==> src/rtl/acc_requant_if.sv <==
// Handshake, configuration and status bundle for acc_requant.
// master = upstream/consumer side driving the stage, slave = acc_requant itself.
interface acc_requant_if #(
    parameter int D_W_ACC = 32,
    parameter int D_W_OUT = 8,
    parameter int SCALE_W = 16,
    parameter int SHIFT_W = 6
);
    logic                      in_valid;
    logic                      in_ready;
    logic signed [D_W_ACC-1:0] in_data;
    logic signed [D_W_ACC-1:0] cfg_bias;
    logic signed [SCALE_W-1:0] cfg_scale;
    logic        [SHIFT_W-1:0] cfg_shift;
    logic                      out_valid;
    logic                      out_ready;
    logic signed [D_W_OUT-1:0] out_data;
    logic                      sat_clr;
    logic        [15:0]        sat_count;

    modport master (
        output in_valid, in_data, cfg_bias, cfg_scale, cfg_shift, out_ready, sat_clr,
        input  in_ready, out_valid, out_data, sat_count
    );

    modport slave (
        input  in_valid, in_data, cfg_bias, cfg_scale, cfg_shift, out_ready, sat_clr,
        output in_ready, out_valid, out_data, sat_count
    );
endinterface

==> src/rtl/acc_requant.sv <==
// Accumulator drain stage: bias add, fixed-point scale, round/shift, saturate; 3-stage valid/ready pipe.
// Optional ReLU clamp at the output stage is enabled by defining ACC_REQUANT_RELU_EN.
module acc_requant #(
    parameter int D_W_ACC = 32,
    parameter int D_W_OUT = 8,
    parameter int SCALE_W = 16,
    parameter int SHIFT_W = 6
) (
    input logic        clk,
    input logic        rst,
    acc_requant_if.slave bus
);
    localparam int B_W   = D_W_ACC + 1;
    localparam int P_W   = B_W + SCALE_W;
    localparam int R_W   = P_W + 1;
    localparam int MAX_S = P_W - 1;

    localparam logic signed [R_W-1:0] OMAX = {{(R_W-D_W_OUT+1){1'b0}}, {(D_W_OUT-1){1'b1}}};
    localparam logic signed [R_W-1:0] OMIN = {{(R_W-D_W_OUT+1){1'b1}}, {(D_W_OUT-1){1'b0}}};

    logic                      adv1, adv2, adv3;
    logic                      v1, v2, ov, sat3;
    logic signed [B_W-1:0]     b_nxt, b1;
    logic signed [SCALE_W-1:0] sc1;
    logic        [SHIFT_W-1:0] sh1, sh2;
    logic signed [P_W-1:0]     p2;
    logic signed [D_W_OUT-1:0] od, q;
    logic                      qsat;
    logic        [15:0]        cnt;
    logic        [31:0]        sh_w, s;
    logic signed [R_W-1:0]     pe, half, sum, r;

    assign adv3 = !ov | bus.out_ready;
    assign adv2 = !v2 | adv3;
    assign adv1 = !v1 | adv2;

    assign bus.in_ready  = adv1;
    assign bus.out_valid = ov;
    assign bus.out_data  = od;
    assign bus.sat_count = cnt;

    assign b_nxt = {bus.in_data[D_W_ACC-1], bus.in_data} + {bus.cfg_bias[D_W_ACC-1], bus.cfg_bias};

    // Rounding sum carries one extra bit: the largest product plus the half-LSB would otherwise wrap.
    always_comb begin
        sh_w = 32'(sh2);
        s    = (sh_w > 32'(MAX_S)) ? 32'(MAX_S) : sh_w;
        pe   = {p2[P_W-1], p2};
        half = '0;
        sum  = pe;
        r    = pe;
        if (s != 32'd0) begin
            half = R_W'(1) << (s - 32'd1);
            sum  = pe + half;
            r    = sum >>> s;
        end
    end

    always_comb begin
        q    = r[D_W_OUT-1:0];
        qsat = 1'b0;
`ifdef ACC_REQUANT_RELU_EN
        if (r[R_W-1]) begin
            q = '0;
        end else
`endif
        if (r > OMAX) begin
            q    = {1'b0, {(D_W_OUT-1){1'b1}}};
            qsat = 1'b1;
        end else if (r < OMIN) begin
            q    = {1'b1, {(D_W_OUT-1){1'b0}}};
            qsat = 1'b1;
        end
    end

    always_ff @(posedge clk) begin
        if (rst) begin
            v1   <= 1'b0;
            v2   <= 1'b0;
            ov   <= 1'b0;
            od   <= '0;
            sat3 <= 1'b0;
            cnt  <= '0;
        end else begin
            if (adv1) v1 <= bus.in_valid;
            if (adv2) v2 <= v1;
            if (adv3) begin
                ov <= v2;
                if (v2) begin
                    od   <= q;
                    sat3 <= qsat;
                end
            end
            if (bus.sat_clr)
                cnt <= '0;
            else if (ov && bus.out_ready && sat3 && cnt != '1)
                cnt <= cnt + 16'd1;
        end
    end

    // Datapath registers only need an enable; their validity is tracked by v1/v2.
    always_ff @(posedge clk) begin
        if (adv1 && bus.in_valid) begin
            b1  <= b_nxt;
            sc1 <= bus.cfg_scale;
            sh1 <= bus.cfg_shift;
        end
        if (adv2 && v1) begin
            p2  <= P_W'(b1) * P_W'(sc1);
            sh2 <= sh1;
        end
    end
endmodule

==> src/flat_wrapper.sv <==
// flat-port wrapper written by rule: the top's interface ports become plain ports
module acc_requant_flat 
#(
    parameter int D_W_ACC = 32,
    parameter int D_W_OUT = 8,
    parameter int SCALE_W = 16,
    parameter int SHIFT_W = 6
)
  (clk, rst, bus_in_valid, bus_in_data, bus_cfg_bias, bus_cfg_scale, bus_cfg_shift, bus_out_ready, bus_sat_clr, bus_in_ready, bus_out_valid, bus_out_data, bus_sat_count);
  acc_requant_if #(.D_W_ACC(D_W_ACC), .D_W_OUT(D_W_OUT), .SCALE_W(SCALE_W), .SHIFT_W(SHIFT_W)) bus_i ();
  input logic clk;
  input logic rst;
  input wire logic [$bits(bus_i.in_valid)-1:0] bus_in_valid;
  input wire logic [$bits(bus_i.in_data)-1:0] bus_in_data;
  input wire logic [$bits(bus_i.cfg_bias)-1:0] bus_cfg_bias;
  input wire logic [$bits(bus_i.cfg_scale)-1:0] bus_cfg_scale;
  input wire logic [$bits(bus_i.cfg_shift)-1:0] bus_cfg_shift;
  input wire logic [$bits(bus_i.out_ready)-1:0] bus_out_ready;
  input wire logic [$bits(bus_i.sat_clr)-1:0] bus_sat_clr;
  output wire logic [$bits(bus_i.in_ready)-1:0] bus_in_ready;
  output wire logic [$bits(bus_i.out_valid)-1:0] bus_out_valid;
  output wire logic [$bits(bus_i.out_data)-1:0] bus_out_data;
  output wire logic [$bits(bus_i.sat_count)-1:0] bus_sat_count;
  assign bus_i.in_valid = bus_in_valid;
  assign bus_i.in_data = bus_in_data;
  assign bus_i.cfg_bias = bus_cfg_bias;
  assign bus_i.cfg_scale = bus_cfg_scale;
  assign bus_i.cfg_shift = bus_cfg_shift;
  assign bus_i.out_ready = bus_out_ready;
  assign bus_i.sat_clr = bus_sat_clr;
  assign bus_in_ready = bus_i.in_ready;
  assign bus_out_valid = bus_i.out_valid;
  assign bus_out_data = bus_i.out_data;
  assign bus_sat_count = bus_i.sat_count;
  acc_requant #(.D_W_ACC(D_W_ACC), .D_W_OUT(D_W_OUT), .SCALE_W(SCALE_W), .SHIFT_W(SHIFT_W)) u_core (.clk(clk), .rst(rst), .bus(bus_i));
endmodule
==> config.mk <==
export PLATFORM = sky130hd
export DESIGN_NAME = acc_requant_flat
export DESIGN_NICKNAME = d
export VERILOG_FILES = /design/src/rtl/acc_requant_if.sv /design/src/rtl/acc_requant.sv /design/src/flat_wrapper.sv
export SDC_FILE = /design/constraint.sdc
export NUM_CORES = 2
export LEC_CHECK = 0
export ABC_AREA = 1
export ABC_CLOCK_PERIOD_IN_PS = 15700
export BUFFER_PORTS_ARGS = -buffer_cell sky130_fd_sc_hd__buf_2
export CORE_ASPECT_RATIO = 1.75
export CORE_MARGIN = 2
export CORE_UTILIZATION = 40
export DETAILED_ROUTE_END_ITERATION = 6
export GPL_TIMING_DRIVEN = 0
export MAX_ROUTING_LAYER = met4
export PLACE_DENSITY = 0.52
export SYNTH_ARGS = -nofsm -noshare
export SYNTH_HDL_FRONTEND = slang
export SYNTH_SLANG_ARGS = --single-unit
==> constraint.sdc <==
create_clock -name clk -period 15.7 [get_ports clk]
set_input_delay 0.785 -clock clk [delete_from_list [all_inputs] [get_ports clk]]
set_output_delay 0.785 -clock clk [all_outputs]
set_load 0.03 [all_outputs]
== Word-level counts from Yosys, hierarchy flattened ==
Cells that the tools add are included.
W data, S select, Z words.

* Multiply operators: 1
* Div/mod/pow operators: 0
* Bitwise gates (word level): 3
* Equality and inequality tests: 1
* Add/subtract/negate cells: 4
* Reductions and logical operators: 11
* Order comparisons: 3
* Shift operators: 2
* Multiplexer cells: 6

{| class="wikitable"
|+ Operators by type and width
! operator !! count
|-
| $add A49 B50 Y50 || 1
|-
| $gt A50 B8 Y1 const B || 1
|-
| $lt A50 B8 Y1 const B || 1
|-
| $mux W50 || 1
|-
| $shl A1 B32 Y50 const A || 1
|-
| $sshr A50 B32 Y50 || 1
|-
| $mul A33 B16 Y49 || 1
|-
| $add A32 B32 Y33 || 1
|-
| $reduce_bool A32 Y1 || 1
|-
| $sub A32 B1 Y32 const B || 1
|-
| $add A16 B1 Y16 const B || 1
|-
| $mux W8 || 2
|-
| $ne A16 B16 Y1 const B || 1
|-
| $gt A6 B6 Y1 const B || 1
|-
| $mux W6 || 1
|-
| $logic_and A1 B1 Y1 || 5
|-
| $logic_not A1 Y1 || 3
|-
| $or A1 B1 Y1 || 3
|-
| $mux W1 || 2
|-
| $reduce_and A2 Y1 || 1
|-
| $reduce_or A2 Y1 || 1
|}

* Bits of input ports: 91
* RAM bits: 0
* Bits in latches: 0
* Memories kept: 0
* Flip-flop bits (word level): 138
* Logic and storage cells: 42
* Output and inout port bits: 26
* Bits in read-only memories: 0

== Depth between registers and ports, before layout ==
* Depth in word-level cells: 10
* Mapped depth: 53
* Mapped depth without buffers: 51

== Worst setup path after synthesis ==
OpenSTA, ideal clock, no wires.

* Kind: flip-flop to flip-flop
* Start point: register u_core.sc1[6]
* End point: register u_core.p2[48], data pin
* Path slack: 9,199 ps
* Arrival: 6,226 ps
* Stages on the path, launching flop included: 38
* Required time: 15,424 ps
* Setup time: 276 ps
* Path through: edfxtp_1 > clkbuf_1 > clkbuf_1 > nand2_1 > fa_1 > inv_1 > fa_1 > inv_1 > fa_1 > inv_1 > fa_1 > inv_1 > fa_1 > inv_1 > fa_1 > ha_1 > a21oi_1 > nand3_1 > [2 not listed] > nand2_1 > nand2_1 > nand2_1 > nand2_1 > nand2_1 > nand2_1 > nand2_1 > nand2_1 > nand2_1 > nand2_1 > nand2_1 > nand2_1 > nand2_1 > nand2_1 > nand2_1 > nand2_1 > o311ai_0 > xor2_1

* Cells in the longest elaborated chain, start to end: 1

{| class="wikitable"
|+ RTL lines
! item !! RTL line !! text
|-
| from (decl) || acc_requant.sv:24 || <nowiki>logic signed [SCALE_W-1:0] sc1;</nowiki>
|-
| from (signal assigned) || acc_requant.sv:105 || <nowiki>sc1 <= bus.cfg_scale;</nowiki>
|-
| $mul A33 B16 Y49 || acc_requant.sv:109 || <nowiki>p2 <= P_W'(b1) * P_W'(sc1);</nowiki>
|-
| to (signal assigned) || acc_requant.sv:109 ||
|-
| to (decl) || acc_requant.sv:26 || <nowiki>logic signed [P_W-1:0] p2;</nowiki>
|}

Every way passes these cells.
A chain may end at the register's enable or synchronous reset.

== Worst setup path in the final report ==
* Start point: register u_core.sh2[5]
* End point: register u_core.od[4], in the netlist u_core.bus.out_data[4]

* Cells in the longest elaborated chain, start to end: 10
* Elaborated cells between the ends (all ways): 12
* Classes of those cells: 2 x add/sub; 3 x order compare; 2 x shift; 4 x mux; 1 x reduce/logical

{| class="wikitable"
|+ RTL lines
! item !! RTL line !! text
|-
| from (decl) || acc_requant.sv:25 || <nowiki>logic [SHIFT_W-1:0] sh1, sh2;</nowiki>
|-
| from (signal assigned) || acc_requant.sv:110 || <nowiki>sh2 <= sh1;</nowiki>
|-
| $gt A6 B6 Y1 || acc_requant.sv:47 || <nowiki>s = (sh_w > 32'(MAX_S)) ? 32'(MAX_S) : sh_w;</nowiki>
|-
| $mux W6 (*) || acc_requant.sv:47 ||
|-
| $sub A32 B1 Y32 || acc_requant.sv:53 || <nowiki>half = R_W'(1) << (s - 32'd1);</nowiki>
|-
| $shl A1 B32 Y50 || acc_requant.sv:53 ||
|-
| $add A49 B50 Y50 || acc_requant.sv:54 || <nowiki>sum = pe + half;</nowiki>
|-
| $sshr A50 B32 Y50 || acc_requant.sv:55 || <nowiki>r = sum >>> s;</nowiki>
|-
| $mux W50 (*) || acc_requant.sv:52 || <nowiki>if (s != 32'd0) begin</nowiki>
|-
| $lt A50 B8 Y1 || acc_requant.sv:70 || <nowiki>end else if (r < OMIN) begin</nowiki>
|-
| $mux W8 || acc_requant.sv:70 ||
|-
| $mux W8 (*) || acc_requant.sv:67 || <nowiki>if (r > OMAX) begin</nowiki>
|-
| to (signal assigned) || acc_requant.sv:90 || <nowiki>od <= q;</nowiki>
|-
| to (decl) || acc_requant.sv:27 || <nowiki>logic signed [D_W_OUT-1:0] od, q;</nowiki>
|}

Mark *: on every way between the ends. The rest lies on a longest branch, timed or not.

==> flow_summary.ini <==
[synthesis]
ys_top_cells_by_count = 1,460 x nand2_1, 1,094 x inv_1, 512 x nand3_1, 502 x fa_1, 264 x nor2_1
yosysWarnings = 0
syn_area_um2 = 33800
synth_ff_type = edfxtp_1
synth.area.top_cells = fa_1 30%, nand2_1 16%, inv_1 12%
yosysTopAreaCell = fa_1
syn-num-nets = 5687
synth_top_area_share_pct = 29.8
ys_async_sr_fraction_pct = 0
syn_inst = 4893
synth_cell_types = 54
ys_seq_area_share_pct = 11.4
synth_edf_count = 110
ys_seq_elements = 138
synth.most_common_cell = nand2_1
synth_area_per_cell_um2 = 6.90

[setup_path]
cp_slowest_cell = o21ai_0
cpPeakStageDelay_ns = 0.83
startpoint_type = register
crit_arrival_ns = 9.38
worstReg2RegStart = u_core.sh2[5]
crit_path_frequent_cell = nand2_1
crit_type = reg2reg
rr_endpoint = u_core.bus.out_data[4]
r2r_cells = 39
cp-end-kind = register
required_ns = 16.11
crit_fanout = 11
r2r_slack_ns = 6.73

[floorplan]
core_um2 = 84000
start_util_pct = 40.2
rows = 141
die_x_um = 224
ioPinCount = 117
die_area_um2 = 86900
fp.dieH_um = 388

[timing]
hold_viol_final = 0
slew_headroom_pct = 19.9
post-route-min-period_ns = 8.97
fmax_mhz = 111
clock_skew_ns = 0.0140
tns_ns = 0
slew_viol_final = 0
worstMarginPinSlew_ns = 1.20
post-route-period-util_pct = 57.1
rsz0062_at_grt = no
setup_violations = 0

[drt]
drt-vias-per-instance = 5.31
drc = 1
drt_iter0_markers = 2134
postRouteAntennaNets = 0
vias = 32600
wl_per_cell_um = 25.2
first_pass_iters = 7
drt_wl_total_um = 155000

[clock_tree]
clock-sinks = 138
cts_resized = 0
cts_setup_buffers = 0
ctsHoldBuffers = 0
htreeDepth = 4
cts_buffer_depth = 2
path_clk_slew_ns = 0.07
cts_tree = yes
cts_root_buf = clkbuf_16
numCtsBuffers = 17
worst_skew_pair.late_latency_ns = 0.51

[global_route]
grt_pass1_wl_um = 224000
grt_usage_pct = 37.7
antenna_found_initial = 11
grt_overflow = 0
grt_pass1_vias = 34200
grt_start_max_net_pins = 39

[hold_path]
hp-class = reg2reg
min_to = u_core.sh2[2]
worstHoldPathCells = 0
min_from = u_core.sh1[2]

[placement]
io_buffers = 116
gp_congestion = 1.06
dp_hpwl_um = 131000

[status]
violations = DRC
status = finished, violations left

[finish]
drive_gt1_share_pct = 5.12
nets = 5824
syn2layout_area_growth_pct = 7.59

[run]
cap_viol_max_count = 0
critical path: cells and delay by family, from the launching register on:
kind / cells / cell delay (ns)
buffers and inverters: 7 / 1.36
AND/OR/NAND/NOR: 24 / 3.19
AO/OA/AOI/OAI: 4 / 2.05
flip-flops: 1 / 0.76
adder cells (fa/ha/maj): 3 / 1.34
XOR/XNOR: 1 / 0.12
routing by layer:
layer | track usage [%] | vias up | share of wire [%]
met2 | 65.6 | 1112 | 51
met3 | 5.87 | 560 | 4.3
li1 | - | 15100 | -
met1 | 33.7 | 15800 | 32
met5 | - | - | 0
met4 | 39.3 | 0 | 13
worst max path at each step:
stage,startpoint,cells past startpoint,slack (ns),end
6_report,u_core.sh2[5],39,6.73,u_core.bus.out_data[4]
5_1_grt,u_core.sh2[5],40,6.50,u_core.sat3
4_1_cts,u_core.sc1[2],27,7.03,u_core.p2[47]
3_5_place_dp,u_core.sc1[2],27,7.08,u_core.p2[47]
3_3_place_gp,u_core.sh2[5],40,7.05,u_core.bus.out_data[4]
2_1_floorplan,u_core.sc1[6],37,9.20,u_core.p2[48]
cells by family after synthesis:
family                   synth area share [%]
XOR/XNOR                                 2.49
multiplexers                           0.0296
AO/OA/AOI/OAI                            4.53
flip-flops                               11.4
buffers and inverters                    14.4
AND/OR/NAND/NOR                          29.9
adder cells (fa/ha/maj)                  37.2
final cells by class:
cell class	count	area, um2
Buffer	175	702
Tap cell	1072	1340
Timing Repair Buffer	118	621
Sequential cell	138	3860
Multi-Input combinational cell	3476	25100
Clock buffer	19	433
Inverter	1104	4150
Fill cell	9160	47600
Antenna cell	10	25.0
Clock inverter	13	144
flip-flops by register name, summed over array words and instances, names as in the netlist, 6 cells and up:
name,flops
u_core.p2,49
u_core.bus.sat_count,16
u_core.bus.out_data,8
u_core.sh2,6
u_core.sc1,16
u_core.b1,33
u_core.sh1,6
layout by cell type, fill, tap and decap left out, drive strengths merged, types with 2 or more instances in the layout:
cell type  count
buf          158
o31ai          6
dfxtp         28
nor2         268
and2           4
a21boi         5
clkinv         7
nor3b          3
inv         1104
bufinv         2
o21ai         68
o21a           5
a211oi         2
or2           48
o21bai         5
clkinvlp       4
nor3          31
ha           201
nand3b         7
nor4           4
nand2       1470
nand4         54
xnor2         33
a21o           5
a21oi        143
xor2          63
edfxtp       110
clkbuf       154
o211ai         7
diode         10
a31oi         16
nand3        517
fa           502
through the flow:
stage / cell area [um2] / worst slack [ns] / util (%) / hold slack (ns) / cells
final: 36300 / 6.73 / 43.3 / 0.426 / 6125
after floorplan: 33800 / 9.20 / - / 0.400 / 4893
after CTS: 36300 / 7.03 / 43.2 / 0.412 / 6115
after global placement: 35700 / 7.05 / 42.5 / 0.402 / 6081
after global routing: 36300 / 6.50 / 43.3 / 0.433 / 6124
after detailed placement: 35700 / 7.08 / 42.5 / 0.408 / 6083
Power is not shown: default switching activity piles up to over one toggle a cycle in this logic, so the estimate is an artifact.
